$ cat src/rtl/arbiter_n_to_1_request_pkg.sv
// Shared packet and FIFO-state types for the N-to-1 request arbiter,
// plus the grant FSM state enum.
package arbiter_n_to_1_request_pkg;

  localparam int ROUTE_W         = 8;
  localparam int DATA_W          = 32;
  localparam int RST_BUSY_CYCLES = 4;

  typedef struct packed {
    logic [ROUTE_W-1:0] src;
    logic [ROUTE_W-1:0] to;
  } MemoryPacketRoute;

  typedef struct packed {
    MemoryPacketRoute route;
    logic [3:0]       cmd;
  } MemoryPacketMeta;

  typedef struct packed {
    logic [DATA_W-1:0] field;
  } MemoryPacketData;

  typedef struct packed {
    MemoryPacketMeta meta;
    MemoryPacketData data;
  } MemoryPacketPayload;

  typedef struct packed {
    logic               valid;
    MemoryPacketPayload payload;
  } MemoryPacket;

  typedef struct packed {
    logic rd_en;
  } FIFOStateSignalsInput;

  typedef struct packed {
    logic valid;
    logic empty;
    logic full;
    logic prog_full;
    logic rst_busy;
  } FIFOStateSignalsOutput;

  typedef struct packed {
    logic rd_en;
    logic wr_en;
  } FIFOStateSignalsInputInternal;

  typedef struct packed {
    logic valid;
    logic empty;
    logic full;
    logic prog_full;
    logic wr_rst_busy;
    logic rd_rst_busy;
  } FIFOStateSignalsOutputInternal;

  typedef enum logic [1:0] {
    RESET,
    SETUP,
    ARBITRATE,
    STALL
  } arbiter_N_to_1_state_t;

  function automatic FIFOStateSignalsOutput map_internal_fifo_signals_to_output(
    input FIFOStateSignalsOutputInternal s
  );
    FIFOStateSignalsOutput o;
    o.valid     = s.valid;
    o.empty     = s.empty;
    o.full      = s.full;
    o.prog_full = s.prog_full;
    o.rst_busy  = s.wr_rst_busy | s.rd_rst_busy;
    return o;
  endfunction

endpackage

$ cat src/rtl/round_robin_priority_arbiter_N_input.sv
// Round-robin grant: first requester at or after last_grant+1 (mod N) wins.
module round_robin_priority_arbiter_N_input #(
  parameter int N = 2
) (
  input  logic [N-1:0] i_req,
  input  logic [N-1:0] i_last_grant,
  output logic [N-1:0] o_grant,
  output logic         o_valid
);

  localparam int IW = (N > 1) ? $clog2(N) : 1;

  logic [IW-1:0] w_base;
  logic [IW-1:0] w_idx;

  always_comb begin
    w_base  = '0;
    w_idx   = '0;
    o_grant = '0;
    o_valid = 1'b0;
    for (int j = 0; j < N; j++) begin
      if (i_last_grant[j]) w_base = IW'(j);
    end
    for (int k = 1; k <= N; k++) begin
      w_idx = IW'((int'(w_base) + k) % N);
      if (!o_valid && i_req[w_idx]) begin
        o_grant[w_idx] = 1'b1;
        o_valid        = 1'b1;
      end
    end
  end

endmodule

$ cat src/rtl/xpm_fifo_sync_wrapper.sv
// Synchronous first-word-fall-through FIFO with a post-reset busy window
// during which reads and writes are ignored.
module xpm_fifo_sync_wrapper
  import arbiter_n_to_1_request_pkg::*;
#(
  parameter int FIFO_WRITE_DEPTH = 32,
  parameter int PROG_THRESH      = 16,
  parameter int WIDTH            = 8
) (
  input  logic                          i_clk,
  input  logic                          i_srst,
  input  logic [WIDTH-1:0]              i_din,
  input  FIFOStateSignalsInputInternal  i_fifo_in,
  output logic [WIDTH-1:0]              o_dout,
  output FIFOStateSignalsOutputInternal o_fifo_out
);

  localparam int AW = $clog2(FIFO_WRITE_DEPTH);
  localparam int CW = AW + 1;
  localparam int BW = $clog2(RST_BUSY_CYCLES + 1);

  logic [WIDTH-1:0] r_mem [FIFO_WRITE_DEPTH];
  logic [AW-1:0]    r_wr_ptr;
  logic [AW-1:0]    r_rd_ptr;
  logic [CW-1:0]    r_count;
  logic [BW-1:0]    r_busy_cnt;

  logic w_busy;
  logic w_full;
  logic w_empty;
  logic w_wr;
  logic w_rd;

  assign w_busy  = i_srst | (r_busy_cnt != '0);
  assign w_full  = (r_count == CW'(FIFO_WRITE_DEPTH));
  assign w_empty = (r_count == '0);
  assign w_wr    = i_fifo_in.wr_en & ~w_full & ~w_busy;
  assign w_rd    = i_fifo_in.rd_en & ~w_empty & ~w_busy;

  always_ff @(posedge i_clk) begin
    if (i_srst) begin
      r_wr_ptr   <= '0;
      r_rd_ptr   <= '0;
      r_count    <= '0;
      r_busy_cnt <= BW'(RST_BUSY_CYCLES);
    end else begin
      if (r_busy_cnt != '0) r_busy_cnt <= r_busy_cnt - 1'b1;
      if (w_wr) r_wr_ptr <= r_wr_ptr + 1'b1;
      if (w_rd) r_rd_ptr <= r_rd_ptr + 1'b1;
      case ({w_wr, w_rd})
        2'b10:   r_count <= r_count + 1'b1;
        2'b01:   r_count <= r_count - 1'b1;
        default: r_count <= r_count;
      endcase
    end
  end

  always_ff @(posedge i_clk) begin
    if (w_wr) r_mem[r_wr_ptr] <= i_din;
  end

  assign o_dout                 = r_mem[r_rd_ptr];
  assign o_fifo_out.valid       = ~w_empty & ~w_busy;
  assign o_fifo_out.empty       = w_empty;
  assign o_fifo_out.full        = w_full;
  assign o_fifo_out.prog_full   = (r_count >= CW'(PROG_THRESH));
  assign o_fifo_out.wr_rst_busy = w_busy;
  assign o_fifo_out.rd_rst_busy = w_busy;

endmodule

$ cat src/rtl/arbiter_n_to_1_request.sv
// Round-robin N-to-1 MemoryPacket arbiter with per-requester FWFT ingress
// FIFOs and a two-stage registered output.
//
//  state     | meaning
//  ----------+---------------------------------------------
//  RESET     | registered reset active
//  SETUP     | waiting for every ingress FIFO to leave reset-busy
//  ARBITRATE | one pop per cycle allowed
//  STALL     | downstream not accepting, no pops
module arbiter_n_to_1_request
  import arbiter_n_to_1_request_pkg::*;
#(
  parameter int NUM_MEMORY_REQUESTOR = 2,
  parameter int FIFO_ARBITER_DEPTH   = 16,
  parameter int FIFO_WRITE_DEPTH     = 2**$clog2(FIFO_ARBITER_DEPTH + 16),
  parameter int PROG_THRESH          = 2**$clog2(FIFO_ARBITER_DEPTH)
) (
  input  logic                  ap_clk,
  input  logic                  areset_n,
  input  MemoryPacket           request_in [NUM_MEMORY_REQUESTOR-1:0],
  input  FIFOStateSignalsInput  fifo_request_signals_in,
  output FIFOStateSignalsOutput fifo_request_signals_out [NUM_MEMORY_REQUESTOR-1:0],
  output MemoryPacket           request_out,
  output logic [NUM_MEMORY_REQUESTOR-1:0] grant_out,
  output logic                  fifo_setup_signal
);

  localparam int N  = NUM_MEMORY_REQUESTOR;
  localparam int PW = $bits(MemoryPacketPayload);

  logic r_ctrl_rst_n;
  logic r_fifo_rst_n;
  logic r_rd_en;

  logic [N-1:0]       r_req_valid;
  MemoryPacketPayload r_req_payload [N];
  FIFOStateSignalsOutput r_fifo_state [N];

  FIFOStateSignalsInputInternal  w_fifo_in  [N];
  FIFOStateSignalsOutputInternal w_fifo_out [N];
  MemoryPacketPayload            w_dout     [N];

  logic [N-1:0] w_req;
  logic [N-1:0] w_busy;
  logic [N-1:0] w_grant;
  logic         w_grant_valid;
  logic [N-1:0] w_pop;
  logic [N-1:0] r_last_grant;
  logic         w_fifo_srst;

  arbiter_N_to_1_state_t r_state;
  arbiter_N_to_1_state_t w_next_state;

  MemoryPacketPayload w_pop_payload;
  MemoryPacketPayload r_dout_payload;
  MemoryPacketPayload r_out_payload;
  logic               r_dout_valid;
  logic               r_out_valid;
  logic [N-1:0]       r_dout_grant;
  logic [N-1:0]       r_out_grant;
  logic               r_setup;

  // The reset input is itself the source of the synchronous resets below.
  always_ff @(posedge ap_clk) begin
    r_ctrl_rst_n <= areset_n;
    r_fifo_rst_n <= areset_n;
  end

  assign w_fifo_srst = ~r_fifo_rst_n;

  always_ff @(posedge ap_clk) begin
    for (int i = 0; i < N; i++) begin
      r_req_payload[i] <= request_in[i].payload;
      r_fifo_state[i]  <= map_internal_fifo_signals_to_output(w_fifo_out[i]);
    end
    if (!r_ctrl_rst_n) begin
      r_req_valid <= '0;
      r_rd_en     <= 1'b0;
    end else begin
      for (int i = 0; i < N; i++) r_req_valid[i] <= request_in[i].valid;
      r_rd_en <= fifo_request_signals_in.rd_en;
    end
  end

  for (genvar i = 0; i < N; i++) begin : g_req
    // Packets with no destination are dropped at the FIFO write port.
    assign w_fifo_in[i].wr_en = r_req_valid[i] & (|r_req_payload[i].meta.route.to);
    assign w_fifo_in[i].rd_en = w_pop[i];

    xpm_fifo_sync_wrapper #(
      .FIFO_WRITE_DEPTH (FIFO_WRITE_DEPTH),
      .PROG_THRESH      (PROG_THRESH),
      .WIDTH            (PW)
    ) u_fifo (
      .i_clk      (ap_clk),
      .i_srst     (w_fifo_srst),
      .i_din      (r_req_payload[i]),
      .i_fifo_in  (w_fifo_in[i]),
      .o_dout     (w_dout[i]),
      .o_fifo_out (w_fifo_out[i])
    );

    assign w_req[i]  = w_fifo_out[i].valid & ~w_fifo_out[i].empty;
    assign w_busy[i] = w_fifo_out[i].wr_rst_busy | w_fifo_out[i].rd_rst_busy;
    assign fifo_request_signals_out[i] = r_fifo_state[i];
  end

  round_robin_priority_arbiter_N_input #(.N(N)) u_rr (
    .i_req        (w_req),
    .i_last_grant (r_last_grant),
    .o_grant      (w_grant),
    .o_valid      (w_grant_valid)
  );

  always_ff @(posedge ap_clk) begin
    if (!r_ctrl_rst_n) r_state <= RESET;
    else               r_state <= w_next_state;
  end

  always_comb begin
    w_next_state = r_state;
    case (r_state)
      RESET:     w_next_state = SETUP;
      SETUP:     if (!(|w_busy)) w_next_state = ARBITRATE;
      ARBITRATE: if (!r_rd_en)   w_next_state = STALL;
      STALL:     if (r_rd_en)    w_next_state = ARBITRATE;
      default:   w_next_state = RESET;
    endcase
  end

  always_comb begin
    w_pop = '0;
    if (r_state == ARBITRATE && w_grant_valid) w_pop = w_grant;
  end

  always_comb begin
    w_pop_payload = '0;
    for (int i = 0; i < N; i++) begin
      if (w_pop[i]) w_pop_payload = w_pop_payload | w_dout[i];
    end
  end

  always_ff @(posedge ap_clk) begin
    if (!r_ctrl_rst_n) begin
      r_last_grant <= {1'b1, {(N-1){1'b0}}};
      r_dout_valid <= 1'b0;
      r_dout_grant <= '0;
      r_out_valid  <= 1'b0;
      r_out_grant  <= '0;
      r_setup      <= 1'b1;
    end else begin
      if (|w_pop) r_last_grant <= w_pop;
      r_dout_valid <= |w_pop;
      r_dout_grant <= w_pop;
      r_out_valid  <= r_dout_valid;
      r_out_grant  <= r_dout_grant;
      r_setup      <= |w_busy;
    end
  end

  always_ff @(posedge ap_clk) begin
    r_dout_payload <= w_pop_payload;
    r_out_payload  <= r_dout_payload;
  end

  assign request_out.valid   = r_out_valid;
  assign request_out.payload = r_out_payload;
  assign grant_out           = r_out_grant;
  assign fifo_setup_signal   = r_setup;

endmodule

$ cat config.mk
export PLATFORM = sky130hd
export DESIGN_NAME = arbiter_n_to_1_request
export DESIGN_NICKNAME = d
export VERILOG_FILES = /design/src/rtl/arbiter_n_to_1_request_pkg.sv /design/src/rtl/round_robin_priority_arbiter_N_input.sv /design/src/rtl/xpm_fifo_sync_wrapper.sv /design/src/rtl/arbiter_n_to_1_request.sv
export SDC_FILE = /design/constraint.sdc
export NUM_CORES = 2
export LEC_CHECK = 0
export CORE_ASPECT_RATIO = 0.9
export CORE_MARGIN = 10
export CORE_UTILIZATION = 30
export CTS_BUF_LIST = sky130_fd_sc_hd__clkbuf_16
export DETAILED_ROUTE_END_ITERATION = 6
export PLACE_DENSITY = 0.54
export SLEW_MARGIN = 20
export SYNTH_ARGS = -nofsm -noshare
export SYNTH_HDL_FRONTEND = slang
export SYNTH_SLANG_ARGS = --single-unit
$ cat constraint.sdc
create_clock -name ap_clk -period 5.6 [get_ports ap_clk]
set_input_delay 1.12 -clock ap_clk [delete_from_list [all_inputs] [get_ports ap_clk]]
set_output_delay 1.12 -clock ap_clk [all_outputs]
set_load 0.005 [all_outputs]
==> metrics.txt <==
status completed; grt peak-use layer met2; RSZ-0062 raised after global routing no; Crit Path Class reg -> reg; worst reg-to-reg path cell count 7; largest net degree at the start of global routing 83; hold depth 0; fin nets 6,467; Overflow after GRT 0; CTS H-tree depth 5; final hold vios 0; drc violations 0; max_slew headroom 0.157; Routed WL 364,000 µm; FMAX 0.236 GHz; core area 0.443 mm²; max cap viols 0; Synth Area in Simple Gates 0.0115; DRT antenna net count 0; root cell of the clock tree clkbuf_16; Area growth syn-to-layout 16.3%; setup TNS 0 ps; deepest clock path buffer count 4; CTS tree done; worst hold path type reg -> reg; CP Data Required Time 6350 ps; clock skew 61.7 ps; actual slew at the worst max-slew pin 1250 ps; largest fanout on the critical path 33; final setup fails 0; Synth Net Count 6,008; row cnt 232; Tmin final 4240 ps; Reg area 0.106 mm²; met2 GRT Util 0.235; leakage 46.8 nW; routed via count 63,920; die footprint 0.472 mm²; initial antenna violation count 53; asr flop ratio synth 0; cell family with most CP delay compound AO/OA/AOI/OAI gates; Arr. time, crit path 4990 ps; multi-input logic area 0.0268 mm²; most frequent cell on the critical path buf_4; grt met3 use 0.0286; CTS Hold Bufs 0; clock latency on the worst-skew pair 960 ps; Slowest cell on crit path dfxtp_4; crit share post-route 0.757; yosys warns 0; Detailed Place HPWL 213,000 µm; crit-path cells buf_4 > buf_4 > mux4_2 > a22oi_1 > a21oi_1 > o21ai_2 > o21ai_1; Cell Area, Synth 0.133 mm²; mux contribution to synthesized area 0.148; DRT Pass-1 Iters 6; vias in the first global route 65,242; Initial Util 0.301; CTS Sinks 3,608; reg-to-reg setup timing slack 1360 ps; met1 usage in global routing 0.218; power density over the cells 343 mW/mm²; Crit. End Element register; Fill cells 40,609; share of layout cells above drive strength 1 0.265; hold endpoint request_out[13]; Critical R2R Capture r_dout_payload[28]; total CTS buffers 367; Reg clk slew, reported paths 60 ps; Slew Limit Fails 0; Compound-Gate Fraction of Synth Area 0.0326; Port Buf Inserts 174; main combinational cell family by area after synthesis multiplexers; Post-CTS Resized 0; beginning of the worst hold path r_dout_payload[13]; Synth Area per Inst 22.7 µm²; synthesized flop and latch total 3,608; DR vias/cell 5.11; Post-synth EDFFs 3,328; CP Buf/Inv Count 2; Synth Instances 5,879; top-level I/O count 175; most used flip-flop cell after synthesis edfxtp_1; drt wl/cell 29.1 µm; first-pass GRT wire length 514,000 µm; Starting DRT DRC Count 7,572; VDD IR max 0.229 mV; xor-xnor portion of the synthesized cell area 0.00144; # Post-CTS Setup Buffers 0; Die Y 653 µm; RD Place Congestion 0.784; CP Depth 7; die span in x 723 µm; post-synthesis adder-cell area fraction 0.00188; Seq/Total Area, Yosys 0.791; GR Util All Layers 0.150; CP peak stage delay 780 ps; Util after Layout 0.350; crit path launch type register; Yosys cell types 61
[power by group]
part           leakage [nW]  internal, mW  switching [mW]
clock                  5.85          12.7            10.3
combinational          8.71         0.184           0.357
sequential             32.2          29.5           0.258
total                  46.8          42.4            10.9
[cell families (layout without fill, tap and decap cells)]
logic type,Yosys count,count (layout)
flip-flops,3608,3608
AO/OA/AOI/OAI,617,617
AND/OR/NAND/NOR,310,310
XOR/XNOR,22,22
adder cells (fa/ha/maj),20,20
buffers and inverters,360,1112
other,0,23
multiplexers,942,942
[how the worst max path moves through the flow]
stage	endpoint	start	slack, ps
3_3_place_gp	r_dout_payload[28]	register	150
2_1_floorplan	g_req[1].u_fifo.r_mem[28][0]	r_req_payload[0][89]	1230
3_5_place_dp	r_dout_payload[28]	register	1310
5_1_grt	g_req[0].u_fifo.r_count[4]	g_req[1].u_fifo.r_busy_cnt[0]	1000
4_1_cts	g_req[0].u_fifo.r_mem[17][48]	r_req_payload[0][41]	1360
6_report	r_dout_payload[28]	register	1360
[metal layers]
metal  vias up  wire [µm]
met2      2573     169000
met5         -         52
li1      25898          -
met1     34953     158000
met3       488      28900
met4         8       8270
[synth_stat cells (16+ instances only)]
library cell     n  area share
edfxtp_1      3328        0.75
mux4_2         824        0.14
dfxtp_1        280       0.042
a22oi_1        226       0.013
buf_2          129      0.0048
clkbuf_1       126      0.0035
a21oi_1        113      0.0042
nor2_1          95      0.0027
mux2i_1         82      0.0062
a22o_1          80      0.0053
nand2_1         65      0.0018
o21ai_0         55      0.0021
a221o_1         41      0.0031
nor3_1          41      0.0015
mux2_2          36      0.0030
o21ai_1         33      0.0012
inv_1           30     0.00084
buf_1           29     0.00082
buf_4           25      0.0014
o22ai_1         21     0.00098
ha_1            20      0.0019
nand3_1         20     0.00075
buf_6           18      0.0015
and2_1          17     0.00080
nor2b_1         16     0.00075
[cells in the final DEF, fill, tap and decap left out, types with 23 or more instances in the layout]
master	count
o21ai_1	50
a22oi_1	226
buf_12	31
nor2_1	29
nor2_4	66
buf_4	207
clkinv_2	49
o21ai_0	36
a221o_1	41
inv_1	134
dfxtp_1	216
dfxtp_2	56
clkinv_1	82
a22o_1	80
nand2_1	65
mux4_2	824
mux2_2	36
clkbuf_16	372
a21oi_1	113
clkdlybuf4s50_1	174
diode_2	23
edfxtp_1	3328
mux2i_1	82
[layout make-up]
type,instances,share of cell area
flip-flops and latches,3608,0.681
multi-input cells,1911,0.173
clock buffers,372,0.0600
well taps,5850,0.0472
repair buffers,418,0.0259
clock inverters,290,0.0118
inverters,32,0.000790
diodes,23,0.000371
[per-stage QoR]
| stage | hold slack [ps] | instance area [µm²] | total power, mW | instances | worst slack (ps) |
|---|---|---|---|---|---|
| after floorplan | 310 | 133000 | 30.4 | 5879 | 1230 |
| after global placement | 316 | 144000 | 30.8 | 11808 | 151 |
| after detailed placement | 314 | 144000 | 30.9 | 11818 | 1310 |
| after CTS | 339 | 155000 | 53.9 | 12480 | 1360 |
| after global routing | 351 | 155000 | 55.1 | 12494 | 1000 |
| final | 334 | 155000 | 53.3 | 12504 | 1360 |
[flip-flops by register name, indices dropped and copies added (netlist names), 6 cells and up, named ones only]
signal                   cells
g_req.u_fifo.r_busy_cnt      6
g_req.u_fifo.r_wr_ptr       10
request_out                 52
g_req.u_fifo.r_rd_ptr       10
r_dout_payload              52
r_fifo_state                10
g_req.u_fifo.r_count        12
g_req.u_fifo.r_mem        3328
r_req_payload              104
No activity file was read; power rests on OpenSTA's default activity.
